==> src/rtl/logic_unit_seq.sv <==
// Multi-cycle bitwise logic unit: eight selectable ops on WIDTH-bit operands, SLICE bits per clock,
// with a START/BUSY/DONE handshake and ZERO/PARITY status flags.
module logic_unit_seq #(
    parameter int WIDTH = 16,
    parameter int SLICE = 4
) (
    input  logic             clk,
    input  logic             rst_n,
    input  logic             start,
    input  logic [2:0]       op,
    input  logic [WIDTH-1:0] a,
    input  logic [WIDTH-1:0] b,
    output logic             busy,
    output logic             done,
    output logic [WIDTH-1:0] out,
    output logic             zero,
    output logic             parity
);

    localparam int NSLICE = WIDTH / SLICE;
    localparam int CW     = (NSLICE > 1) ? $clog2(NSLICE) : 1;

    typedef enum logic [1:0] {
        S_IDLE,
        S_RUN,
        S_DONE
    } state_t;

    state_t           state;
    state_t           state_next;
    logic [WIDTH-1:0] a_q;
    logic [WIDTH-1:0] b_q;
    logic [2:0]       op_q;
    logic [CW-1:0]    k;
    logic [WIDTH-1:0] acc;
    logic [WIDTH-1:0] acc_next;
    logic [WIDTH-1:0] full_res;
    logic             last_slice;
    logic             accept;

    always_comb begin
        accept     = start && (state != S_RUN);
        last_slice = (k == CW'(NSLICE - 1));
        state_next = state;
        case (state)
            S_IDLE:  if (start) state_next = S_RUN;
            S_RUN:   if (last_slice) state_next = S_DONE;
            S_DONE:  state_next = start ? S_RUN : S_IDLE;
            default: state_next = S_IDLE;
        endcase
    end

    // busy/done are flops so they are glitch-free and mutually exclusive by construction
    always_ff @(posedge clk or negedge rst_n) begin
        if (!rst_n) begin
            state <= S_IDLE;
            busy  <= 1'b0;
            done  <= 1'b0;
        end else begin
            state <= state_next;
            busy  <= (state_next == S_RUN);
            done  <= (state_next == S_DONE);
        end
    end

    // The ops are purely bitwise, so the full-width result is sliced rather than computed per slice
    always_comb begin
        full_res = '0;
        case (op_q)
            3'b000:  full_res = a_q & b_q;
            3'b001:  full_res = a_q | b_q;
            3'b010:  full_res = ~(a_q | b_q);
            3'b011:  full_res = a_q ^ b_q;
            3'b100:  full_res = ~(a_q & b_q);
            3'b101:  full_res = ~(a_q ^ b_q);
            3'b110:  full_res = ~a_q;
            default: full_res = b_q;
        endcase
    end

    always_comb begin
        acc_next = acc;
        for (int s = 0; s < NSLICE; s++) begin
            if (k == CW'(s)) begin
                acc_next[s*SLICE +: SLICE] = full_res[s*SLICE +: SLICE];
            end
        end
    end

    // Published outputs only move on the final slice, so partial results never escape
    always_ff @(posedge clk or negedge rst_n) begin
        if (!rst_n) begin
            a_q    <= '0;
            b_q    <= '0;
            op_q   <= '0;
            k      <= '0;
            acc    <= '0;
            out    <= '0;
            zero   <= 1'b0;
            parity <= 1'b0;
        end else if (accept) begin
            a_q  <= a;
            b_q  <= b;
            op_q <= op;
            k    <= '0;
            acc  <= '0;
        end else if (state == S_RUN) begin
            acc <= acc_next;
            if (last_slice) begin
                out    <= acc_next;
                zero   <= (acc_next == '0);
                parity <= ^acc_next;
            end else begin
                k <= k + CW'(1);
            end
        end
    end

endmodule
==> config.mk <==
export PLATFORM = sky130hd
export DESIGN_NAME = logic_unit_seq
export DESIGN_NICKNAME = d
export VERILOG_FILES = /design/src/rtl/logic_unit_seq.sv
export SDC_FILE = /design/constraint.sdc
export NUM_CORES = 1
export LEC_CHECK = 0
export BUFFER_PORTS_ARGS = -buffer_cell sky130_fd_sc_hd__clkbuf_2
export CAP_MARGIN = 20
export CORE_AREA = 10 10 128 130
export CTS_CLUSTER_DIAMETER = 50
export DETAILED_ROUTE_END_ITERATION = 10
export DIE_AREA = 0 0 138 140
export GPL_TIMING_DRIVEN = 0
export HOLD_SLACK_MARGIN = 0.06
export PLACE_DENSITY = 0.51
export SLEW_MARGIN = 30
export SYNTH_ARGS = -nofsm -noshare
export SYNTH_HDL_FRONTEND = slang
export SYNTH_SLANG_ARGS = --single-unit
==> constraint.sdc <==
create_clock -name clk -period 7.2 [get_ports clk]
set_clock_uncertainty 0.1 [all_clocks]
set_input_delay 0.72 -clock clk [delete_from_list [all_inputs] [get_ports clk]]
set_output_delay 0.72 -clock clk [all_outputs]
set_load 0.05 [all_outputs]
== After elaboration in Yosys (flattened, before gate mapping) ==
Index checks and enable logic that the tools add are counted.

* Input bits: 38
* Output and inout port bits: 20
* Register bits: 75
* Logic and storage cells: 58

* Add/subtract/negate cells: 1
* Bitwise logic cells: 8
* Equal/unequal tests: 15
* Muxes and demuxes: 14
* Reductions and logical operators: 9

{| class="wikitable"
|+ Operators with widths
! kind !! count
|-
| 16-bit one-hot mux with 7 select lines || 1
|-
| 16-bit NOT || 4
|-
| 16-bit 2-to-1 mux || 2
|-
| 16-bit AND || 1
|-
| 16-bit zero test || 1
|-
| 4-bit 2-to-1 mux || 4
|-
| 16-bit bitwise OR || 1
|-
| 16-bit XOR reduction || 1
|-
| 16-bit bitwise XOR || 1
|-
| 2-bit 2-to-1 mux || 5
|-
| 3-bit equality test, second input constant || 3
|-
| 2-bit equality test, second input constant || 4
|-
| 2-bit by 1-bit equality test with 1-bit output, second input constant || 3
|-
| 3-bit by 2-bit equality test with 1-bit output, second input constant || 2
|-
| 2-bit one-hot mux with 3 select lines || 1
|-
| 2-bit zero test || 2
|-
| 2-bit by 1-bit != test with 1-bit output, second input constant || 2
|-
| 3-bit by 1-bit equality test with 1-bit output, second input constant || 1
|-
| 3-bit zero test || 1
|-
| 3-bit AND reduction || 1
|-
| 2-bit by 1-bit adder with 2-bit output, second input constant || 1
|-
| 2-bit AND reduction || 1
|-
| 2-bit nonzero test || 1
|-
| 1-bit logical AND || 1
|-
| other kinds (2) || 2
|}

== Depth between registers and ports, before layout ==
Gate-level depths: netlist of run 1.

* Depth in word-level cells: 6
* Gate-level depth with buffers: 11
* Depth with buffers taken out: 10

== Worst setup path before layout of run 1 ==
Ideal clock, no wire load.

* Kind: flip-flop to flip-flop
* Start: reg a_q[3]
* End: reg parity
* Setup time: 130 ps
* Path buffers: 0
* Required time: 6970 ps
* Cell stages (with the launch flop): 10
* Path slack: 4428 ps
* Clock period less this slack: 2772 ps
* Arrival time: 2542 ps
* Cell sequence: dfrtp_1 > inv_1 > ha_1 > mux2_2 > mux4_2 > a22oi_1 > xnor2_1 > xnor3_1 > xnor3_1 > o21ai_1

* Longest elaborated chain between the ends: 5
* Elaborated cells on any way between the ends: 10
* Those cells by class: mux: 2; bitwise: 7; reduce/logical: 1

{| class="wikitable"
|+ Ends and longest elaborated chain
! what !! line !! RTL
|-
| start: declaration || 31 || <nowiki>logic [WIDTH-1:0] a_q;</nowiki>
|-
| start signal: assignment || 93 || <nowiki>a_q <= '0;</nowiki>
|-
| start signal: assignment || 102 || <nowiki>a_q <= a;</nowiki>
|-
| 16-bit bitwise XOR, or another cell as far along || 73, 75 ||
|-
| 16-bit NOT (on tied branches) || 75, 72, 74 ||
|-
| 16-bit one-hot mux with 7 select lines * || 69 || <nowiki>case (op_q)</nowiki>
|-
| 4-bit 2-to-1 mux * || 84 || <nowiki>if (k == CW'(s)) begin</nowiki>
|-
| 16-bit XOR reduction * || 112 || <nowiki>parity <= ^acc_next;</nowiki>
|-
| end signal: assignment || 112 ||
|-
| end: declaration || 17 || <nowiki>output logic parity</nowiki>
|}

Every way passes the cells marked *; elsewhere a longest branch is shown, timed or not.
A chain may end at the register's enable or synchronous reset.

== Final worst setup path of run 1 ==
* Start: reg op_q[0]
* End: reg parity

* Longest elaborated chain between the ends: 4
* Elaborated cells on any way between the ends: 13
* Those cells by class: eq/ne: 6; mux: 5; reduce/logical: 2

{| class="wikitable"
|+ Ends and longest elaborated chain
! what !! line !! RTL
|-
| start: declaration || 33 || <nowiki>logic [2:0] op_q;</nowiki>
|-
| start signal: assignment || 104 || <nowiki>op_q <= op;</nowiki>
|-
| 3-bit equality test, or another cell as far along || 69 ||
|-
| 16-bit one-hot mux with 7 select lines * || 69 ||
|-
| 4-bit 2-to-1 mux || 84 ||
|-
| 16-bit XOR reduction * || 112 ||
|}

Marks and branches as above.

==> impl_metrics.toml, run 1 <==
[clock_network]
cts_buffers = 9
cts_buffer_depth = 2
cts_hold_buf = 0
clkLatencyLatePin_ps = 340
cts_setup_buffers = 0
cts_tree = "yes"
cts_resized = 0
cts.sinks = 75
path_clk_slew_ps = 60
htreeDepth = 3
cts_root_buffer = "clkbuf_16"

[floorplanning]
core.rowCount = 43
initial_core_util_pct = 34.2
pin_count = 58
die-area_mm2 = 0.0193
core_mm2 = 0.0138
die_h_um = 140
dieWidth_um = 138

[route]
drcViolationCount = 0
dr.pass1.iters = 4
via_count = 3746
drt-total-wl_mm = 13.1
drtAntennaViolNets = 0
via_per_inst = 5.18
wl_per_cell_um = 18.1
drt_iter0_markers = 284

[synth]
ys_seq_area_share_pct = 39.8
syn-num-nets = 544
synth-seq-cells = 75
synth_area_leaders = "dfrtp_1 40%, mux2_2 10%, ha_1 9.6%, o21ai_0 4.9%, inv_1 3.3%"
synth.largest_area_cell = "dfrtp_1"
synth.distinct_cells = 49
netlist_area_mm2 = 0.00471
synth_top_cell_area_share_pct = 39.8
synthCells = 470
synth_warnings = 0
avgSynthCellArea_um2 = 10.0
synth_ff_type = "dfrtp_1"
synthArstFlopShare_pct = 100
synth_edf_count = 0

[run_status]
outcome = "complete, no violations"

[sta]
relSlewSlack_pct = 50.5
final.period_utilization_pct = 45.5
tightest_slew_ps = 743
hold_violations = 0
slew_violations = 0
rsz0062_at_grt = "false"
fin_crit_ps = 3270
finalSetupViolCount = 0
fmax_mhz = 305
tns_ps = 0

[cells_and_area]
area_growth_pct = 17.4
antenna_cells = 0
fin_cells = 723
drive_gt1_share_pct = 25.6
fillerInstances = 1422
fin_nets = 612
mostFrequentLayoutCell = "dfrtp_1"
final_cell_mix = "75 x dfrtp_1, 56 x clkbuf_2, 46 x o21ai_0"

[critical_path]
worstPathRequired_ps = 7310
cp_data_arrival_time_ps = 3380
setup.worst_path.start_class = "flop"
end_kind = "flop"
crit_type = "flop to flop"
path_max_fanout = 10

[placed_design]
dpl.hpwl_mm = 9.82
place_inst = 707
place_congestion = 0.812
numPortBuffers = 57

[job]
maxCapViolations = 0

[global_route]
grt_pass1_wl_mm = 21.5
antenna_found_initial = 0
grt_use_total_pct = 13.7
grt_start_max_net_pins = 76
grt_overflow = 0
first_global_vias = 3926

[min_path]
hold_path.class = "primary input to asynchronous set/reset pin"
-- cells in the mapped netlist, types with 2 or more instances --
master,number
xnor3_1,4
nand4_1,2
o22a_1,2
a22oi_1,3
a2bb2oi_1,10
or3_1,3
o22ai_1,14
nand3_1,22
nand2b_1,3
or2_2,5
nor2_1,20
nor3_1,4
o31ai_1,4
mux2i_1,13
buf_6,4
a221oi_1,8
a31oi_1,2
o221ai_1,2
inv_1,42
o21ba_2,3
a211oi_1,4
ha_1,36
o211ai_1,3
xnor2_1,5
buf_2,8
o21ai_0,46
a2111oi_0,4
nand2_1,27
clkbuf_1,16
mux2_2,43
o211a_1,3
a21oi_1,5
o21ai_1,2
nor2b_1,9
dfrtp_1,75
-- registers in the layout, indices dropped and copies added (netlist names), 2 cells and up --
signal	flops
acc	16
b_q	16
op_q	3
a_q	16
k	2
out	16
state	2
-- worst max-delay path: stages, from the launching register on --
cell and delay, ps:
dfrtp_1 400, buf_4 180, or2_2 300, buf_2 210, o21ai_1 140, nor2_1 50, a221oi_1 370, a2bb2oi_1 460
xnor3_1 480, xnor3_1 390, o21ai_1 60
-- worst paths after layout --
check	cells after the start	end	slack (ps)	from
max reg2reg	10	parity	3930	op_q[0]
min	1	out[13]	310	rst_n
max in group asynchronous	1	a_q[6]	6270	rst_n
max	10	parity	3930	op_q[0]
min reg2reg	2	out[1]	370	out[1]
min in group clk	2	out[1]	370	out[1]
-- layer usage --
| metal | vias to the layer above | GRT usage, % | routed length [um] |
|---|---|---|---|
| met4 | 0 | 4.11 | 161 |
| li1 | 1809 | - | - |
| met3 | 10 | 4.06 | 854 |
| met5 | - | 0 | 0 |
| met1 | 1816 | 18.2 | 6180 |
| met2 | 111 | 20.9 | 5930 |
-- kinds of logic (layout without fill, tap and decap cells) --
| family | count (synthesis) | count (layout) | share of synthesized area [%] |
|---|---|---|---|
| buf+inv | 73 | 146 | 6.75 |
| xor+xnor | 11 | 11 | 3.37 |
| flops | 75 | 75 | 39.8 |
| mux | 57 | 57 | 13.5 |
| compound gates | 120 | 120 | 17.1 |
| fa+ha+maj | 36 | 36 | 9.56 |
| simple gates | 98 | 98 | 9.91 |
-- metrics by stage --
| stage | util (%) | hold slack [ps] | cell area, um^2 | worst slack, ps |
|---|---|---|---|---|
| 2_1_floorplan | - | 324 | 4710 | 4430 |
| 3_3_place_gp | 37.9 | 365 | 5220 | 3970 |
| 3_5_place_dp | 38.0 | 370 | 5230 | 3950 |
| 4_1_cts | 40.2 | 323 | 5530 | 3940 |
| 5_1_grt | 40.2 | 343 | 5530 | 3620 |
| 6_report | 40.2 | 308 | 5530 | 3930 |
-- area by class of cell --
type / count / area (um^2) / area share, %
buffer: 29 / 153 / 2.76
clock buffer: 14 / 284 / 5.14
clock inverter: 2 / 16.3 / 0.294
inverter: 44 / 165 / 2.99
multi-input combinational: 322 / 2520 / 45.5
sequential: 75 / 1880 / 33.9
tap: 180 / 225 / 4.07
timing repair buffer: 57 / 294 / 5.32
Power of run 1 is not shown: default switching activity piles up to over one toggle a cycle in this logic, so the estimate is an artifact.
==> inputs of run 2 (changes only) <==
PLACE_DENSITY = 0.52   (was 0.51)
clock period = 2.7 ns   (was 7.2 ns; I/O delays follow)
==> impl_metrics.toml, run 2 (synthesized netlist as in run 1, its figures left out) <==
[critical_path]
path_max_fanout = 10
crit_type = "flop to flop"
crit_chain = "buf_6 -> or2_2 -> buf_6 -> o21ai_1 -> nor2_1 -> a221oi_2 -> a2bb2oi_2 -> xnor3_1 -> xnor3_1 -> o21ai_1"
worstPathRequired_ps = 2820
end_kind = "flop"
crit_path_top_delay_cell = "xnor3_1"
cp_data_arrival_time_ps = 2920
setup.worst_path.start_class = "flop"
slowest_delay_ps = 420

[cells_and_area]
antenna_cells = 0
final_cell_mix = "70 x dfrtp_1, 57 x clkbuf_2, 43 x o21ai_0"
drive_gt1_share_pct = 35.0
mostFrequentLayoutCell = "dfrtp_1"
final_util_pct = 46.0
fin_nets = 667
area_growth_pct = 34.4

[run_status]
outcome = "finished with violations"
violations = "setup timing"

[clock_network]
path_clk_slew_ps = 60
cts_buffer_depth = 2
cts.sinks = 75
cts_buffers = 9
htreeDepth = 3
cts_root_buffer = "clkbuf_16"
cts_tree = "yes"
clkLatencyLatePin_ps = 350

[sta]
fin_crit_ps = 2800
fmax_mhz = 358
fin_ws_ps = -96.0
final.period_utilization_pct = 104
finalSetupViolCount = 1
hold_violations = 0
tightest_slew_ps = 774
relSlewSlack_pct = 48.4
slew_violations = 0
tns_ps = -96.0
rsz0062_at_grt = "true"

[placed_design]
dpl.hpwl_mm = 9.72
numPortBuffers = 57
place_congestion = 0.802

[route]
dr.pass1.iters = 4
route.met3.wl_um = 633
wl_met1_mm = 6.54
routed.top_layer = "met4"
routed-wl-met2_mm = 6.32
drt_iter0_markers = 280
via_per_inst = 5.16
drcViolationCount = 0
via_count = 4009
drt-total-wl_mm = 13.8
wl_per_cell_um = 17.7
drtAntennaViolNets = 0

[floorplanning]
core.rowCount = 43
pin_count = 58
dieWidth_um = 138
core_mm2 = 0.0138
die_h_um = 140
die-area_mm2 = 0.0193
initial_core_util_pct = 34.2

[global_route]
grt_overflow = 0
first_global_vias = 4191
grt_pass1_wl_mm = 22.7
grt_start_max_net_pins = 76
grt_use_total_pct = 14.4
antenna_found_initial = 0

[job]
maxCapViolations = 0

[min_path]
hold_path.class = "primary input to flop"
==> run 2: metrics by stage <==
stage | std cells | hold slack [ps] | cell area [um^2] | setup slack (ps)
floorplan | 470 | -126 | 4720 | 34.4
global placement | 707 | 366 | 5230 | -623
detailed placement | 707 | 241 | 5240 | -696
CTS | 769 | 60.9 | 6170 | -173
global route | 777 | 67.4 | 6330 | -168
finish | 777 | 66.1 | 6330 | -96.0
==> run 2: repair_timing <==
action,CTS,global route
buffers inserted,15,8
hold endpoints to repair,106,0
hold buffers,32,0
gates resized for setup,54,20
endpoints found under the setup margin,2,2
pin swaps,10,15
==> run 2: path summary, 6_finish.rpt <==
kind	start	endpoint	slack [ps]	cells after the start
max	op_q[0]	parity	-100	10
min	a[14]	a_q[14]	70	2
max reg2reg	op_q[0]	parity	-100	10
min reg2reg	out[6]	out[6]	380	2
max in group asynchronous	rst_n	op_q[1]	1620	2
min in group asynchronous	rst_n	done	410	2
==> run 2: layout make-up <==
type / instances / area, um^2
tap: 180 / 225
buffer: 29 / 205
sequential: 75 / 1880
fill: 1349 / 7440
timing repair buffer: 112 / 787
inverter: 44 / 165
clock inverter: 4 / 51.3
clock buffer: 11 / 243
multi-input combinational: 322 / 2770
==> run 2: worst max-delay path: cells and delay by family, from the launching register on <==
kind,cells,cell delay (ps)
xor gates and xnor gates,2,800
AOI/OAI and AO/OA,4,710
DFF,1,390
and+or+nand+nor,2,370
buffers and inverters,2,300
==> run 2: metal layers <==
metal | up-vias | GRT usage [%]
met5 | - | 0
met1 | 1959 | 19.0
met2 | 97 | 22.5
li1 | 1935 | -
met3 | 18 | 3.14
met4 | 0 | 5.33
Power of run 2 is left out for the same reason.
==> inputs of run 3 (changes only) <==
ABC_AREA = 1   (was default)
CORE_AREA = 10 10 135 137   (was 10 10 128 130)
CTS_CLUSTER_DIAMETER = 40   (was 50)
DIE_AREA = 0 0 145 147   (was 0 0 138 140)
GPL_TIMING_DRIVEN = default   (was 0)
PLACE_DENSITY = 0.53   (was 0.52)
==> impl_metrics.toml, run 3 <==
[run_status]
outcome = "complete, no violations"

[power]
swShare_pct = 53.3
leakage_nw = 3.40
p_per_area_mw_per_mm2 = 1390
p_switching_mw = 4.62
power.share.clock_pct = 13.6
irDropWorstVdd_uv = 491
comb_power_share_pct = 64.2
p_int_mw = 4.05
seqPwrFrac_pct = 22.3

[cells_and_area]
area_growth_pct = 16.5
drive_gt1_share_pct = 14.3
final_cell_mix = "179 x nand2_1, 109 x inv_1, 98 x nor2_1"
fin_nets = 899
antenna_cells = 0
mostFrequentLayoutCell = "nand2_1"

[sta]
final.period_utilization_pct = 87.5
tightest_slew_ps = 862
hold_violations = 0
slew_violations = 0
fmax_mhz = 423
fin_crit_ps = 2360
fin_ws_ps = 338
finalSetupViolCount = 0
tns_ps = 0
relSlewSlack_pct = 42.4
rsz0062_at_grt = "false"

[min_path]
hold_path_end = "b_q[13]"
holdCritStartpoint = "b[13]"
hold_depth = 3
hold_path.class = "primary input to flop"

[critical_path]
cp_data_arrival_time_ps = 2500
crit_chain = "buf_4 -> nand4_1 -> nand2_1 -> nor2_1 -> nand2_1 -> nand2_1 -> nand2_1 -> inv_1 -> nand2_1 -> nand2_1 -> nand2_1 -> nand2_1 -> inv_1 -> nand2_1 -> nand2_1 -> nand2_1 -> nand3_1 -> nand2_1"
setup.worst_path.start_class = "flop"
r2r_cells = 18
slowest_delay_ps = 540
end_kind = "flop"
r2r_setup_slack_ps = 340
crit_type = "flop to flop"
path_buf_inv = 3
cp_common_cell = "nand2_1"
worstPathRequired_ps = 2840
path_max_fanout = 25
timing.rr.start = "op_q[1]"
crit_path_top_delay_cell = "dfrtp_2"
worst_r2r_endpoint = "parity"
crit_family = "simple AND/OR/NAND/NOR gates"

[route]
drtAntennaViolNets = 0
wl_per_cell_um = 13.8
drt-total-wl_mm = 14.5
via_count = 4947
drcViolationCount = 0
via_per_inst = 4.73
drt_iter0_markers = 278
dr.pass1.iters = 5

[synth]
synth.largest_area_cell = "dfrtp_1"
synthCells = 767
syn-num-nets = 841
synth_ff_type = "dfrtp_1"
synthArstFlopShare_pct = 100
synth_warnings = 0
avgSynthCellArea_um2 = 7.00
synth_top_cell_area_share_pct = 34.9
synth_common_cells = "180 x nand2_1, 109 x inv_1, 98 x nor2_1, 75 x dfrtp_1, 55 x a21oi_1"
synth.distinct_cells = 28
synth_edf_count = 0
synth-seq-cells = 75
ys_seq_area_share_pct = 34.9
synth_area_leaders = "dfrtp_1 35%, nand2_1 13%, ha_1 8.4%, inv_1 7.6%, nor2_1 6.8%"
netlist_area_mm2 = 0.00537
yosysMostFrequentCell = "nand2_1"

[floorplanning]
initial_core_util_pct = 34.4
pin_count = 58
core_mm2 = 0.0156
die-area_mm2 = 0.0213
die_h_um = 147
core.rowCount = 46
dieWidth_um = 145

[clock_network]
cts.sinks = 75
clkLatencyLatePin_ps = 350
cts_root_buffer = "clkbuf_16"
cts_buffers = 9
cts_buffer_depth = 2
htreeDepth = 3
path_clk_slew_ps = 60
cts_tree = "yes"

[placed_design]
place_congestion = 0.848
dp_slack_ps = 159
numPortBuffers = 57
dpl.hpwl_mm = 10.2

[global_route]
antenna_found_initial = 0
grt_pass1_wl_mm = 24.7
first_global_vias = 4896
grt_start_max_net_pins = 76
grt_use_total_pct = 14.0
grt_overflow = 0

[job]
maxCapViolations = 0
run 3: per-stage QoR:
stage	cells	hold slack, ps	utilization (%)	area [um^2]	power [mW]
after global placement	1017	370	37.4	5830	7.47
after global routing	1046	82.3	40.1	6260	9.65
after CTS	1044	60.1	39.9	6230	8.73
after floorplan	767	-126	-	5370	6.22
after detailed placement	1017	267	37.4	5830	7.49
final	1046	71.6	40.1	6260	8.68
run 3: cell type report:
class	count	area [um^2]
repair buffers	84	538
well taps	216	270
repair inverters	1	5.00
multi-input cells	537	2830
clock inverters	5	35.0
flip-flops and latches	75	1880
fillers	1670	9340
inverters	117	452
clock buffers	11	253
run 3: tightest hold or removal path: cells and delay by family:
family	cells	cell delay, ps
AOI/OAI and AO/OA	1	100
buffers and inverters	1	70
and+or+nand+nor	1	40
run 3: cells by family after synthesis:
logic type | count (synthesis) | synth area share (%)
simple gates | 395 | 33.4
fa+ha+maj | 36 | 8.38
flops | 75 | 34.9
buf+inv | 156 | 12.7
compound gates | 105 | 10.5
run 3: how the worst max path moves through the flow:
stage,start,endpoint,slack (ps),cells after the start
2_1_floorplan,op_q[1],parity,730,18
3_3_place_gp,op_q[0],parity,210,19
3_5_place_dp,op_q[0],parity,160,19
4_1_cts,op_q[0],parity,150,19
5_1_grt,op_q[1],parity,9,18
6_report,op_q[1],parity,340,18
run 3: timing repair:
item,in CTS,in global routing
endpoints found under the hold margin,85,0
endpoints found under the setup margin,0,1
hold buffers,11,0
resized for setup,0,8
buffers inserted,0,0
run 3: power groups by stage:
stage               sequential [mW]  combinational [mW]  clock (mW)
global route                   2.00                6.40        1.26
global placement               1.93                5.54           0
floorplan                      2.25                3.97           0
finish                         1.93                5.57        1.18
detailed placement             1.94                5.55           0
CTS                            1.92                5.59        1.22
run 3: metal layers:
layer  GRT usage, %  part of all wire (%)
met2           23.7                    46
met5              0                     0
met1           17.1                    48
met4           7.00                   2.6
met3           2.03                   3.1
(Power assumes the default switching activity.)
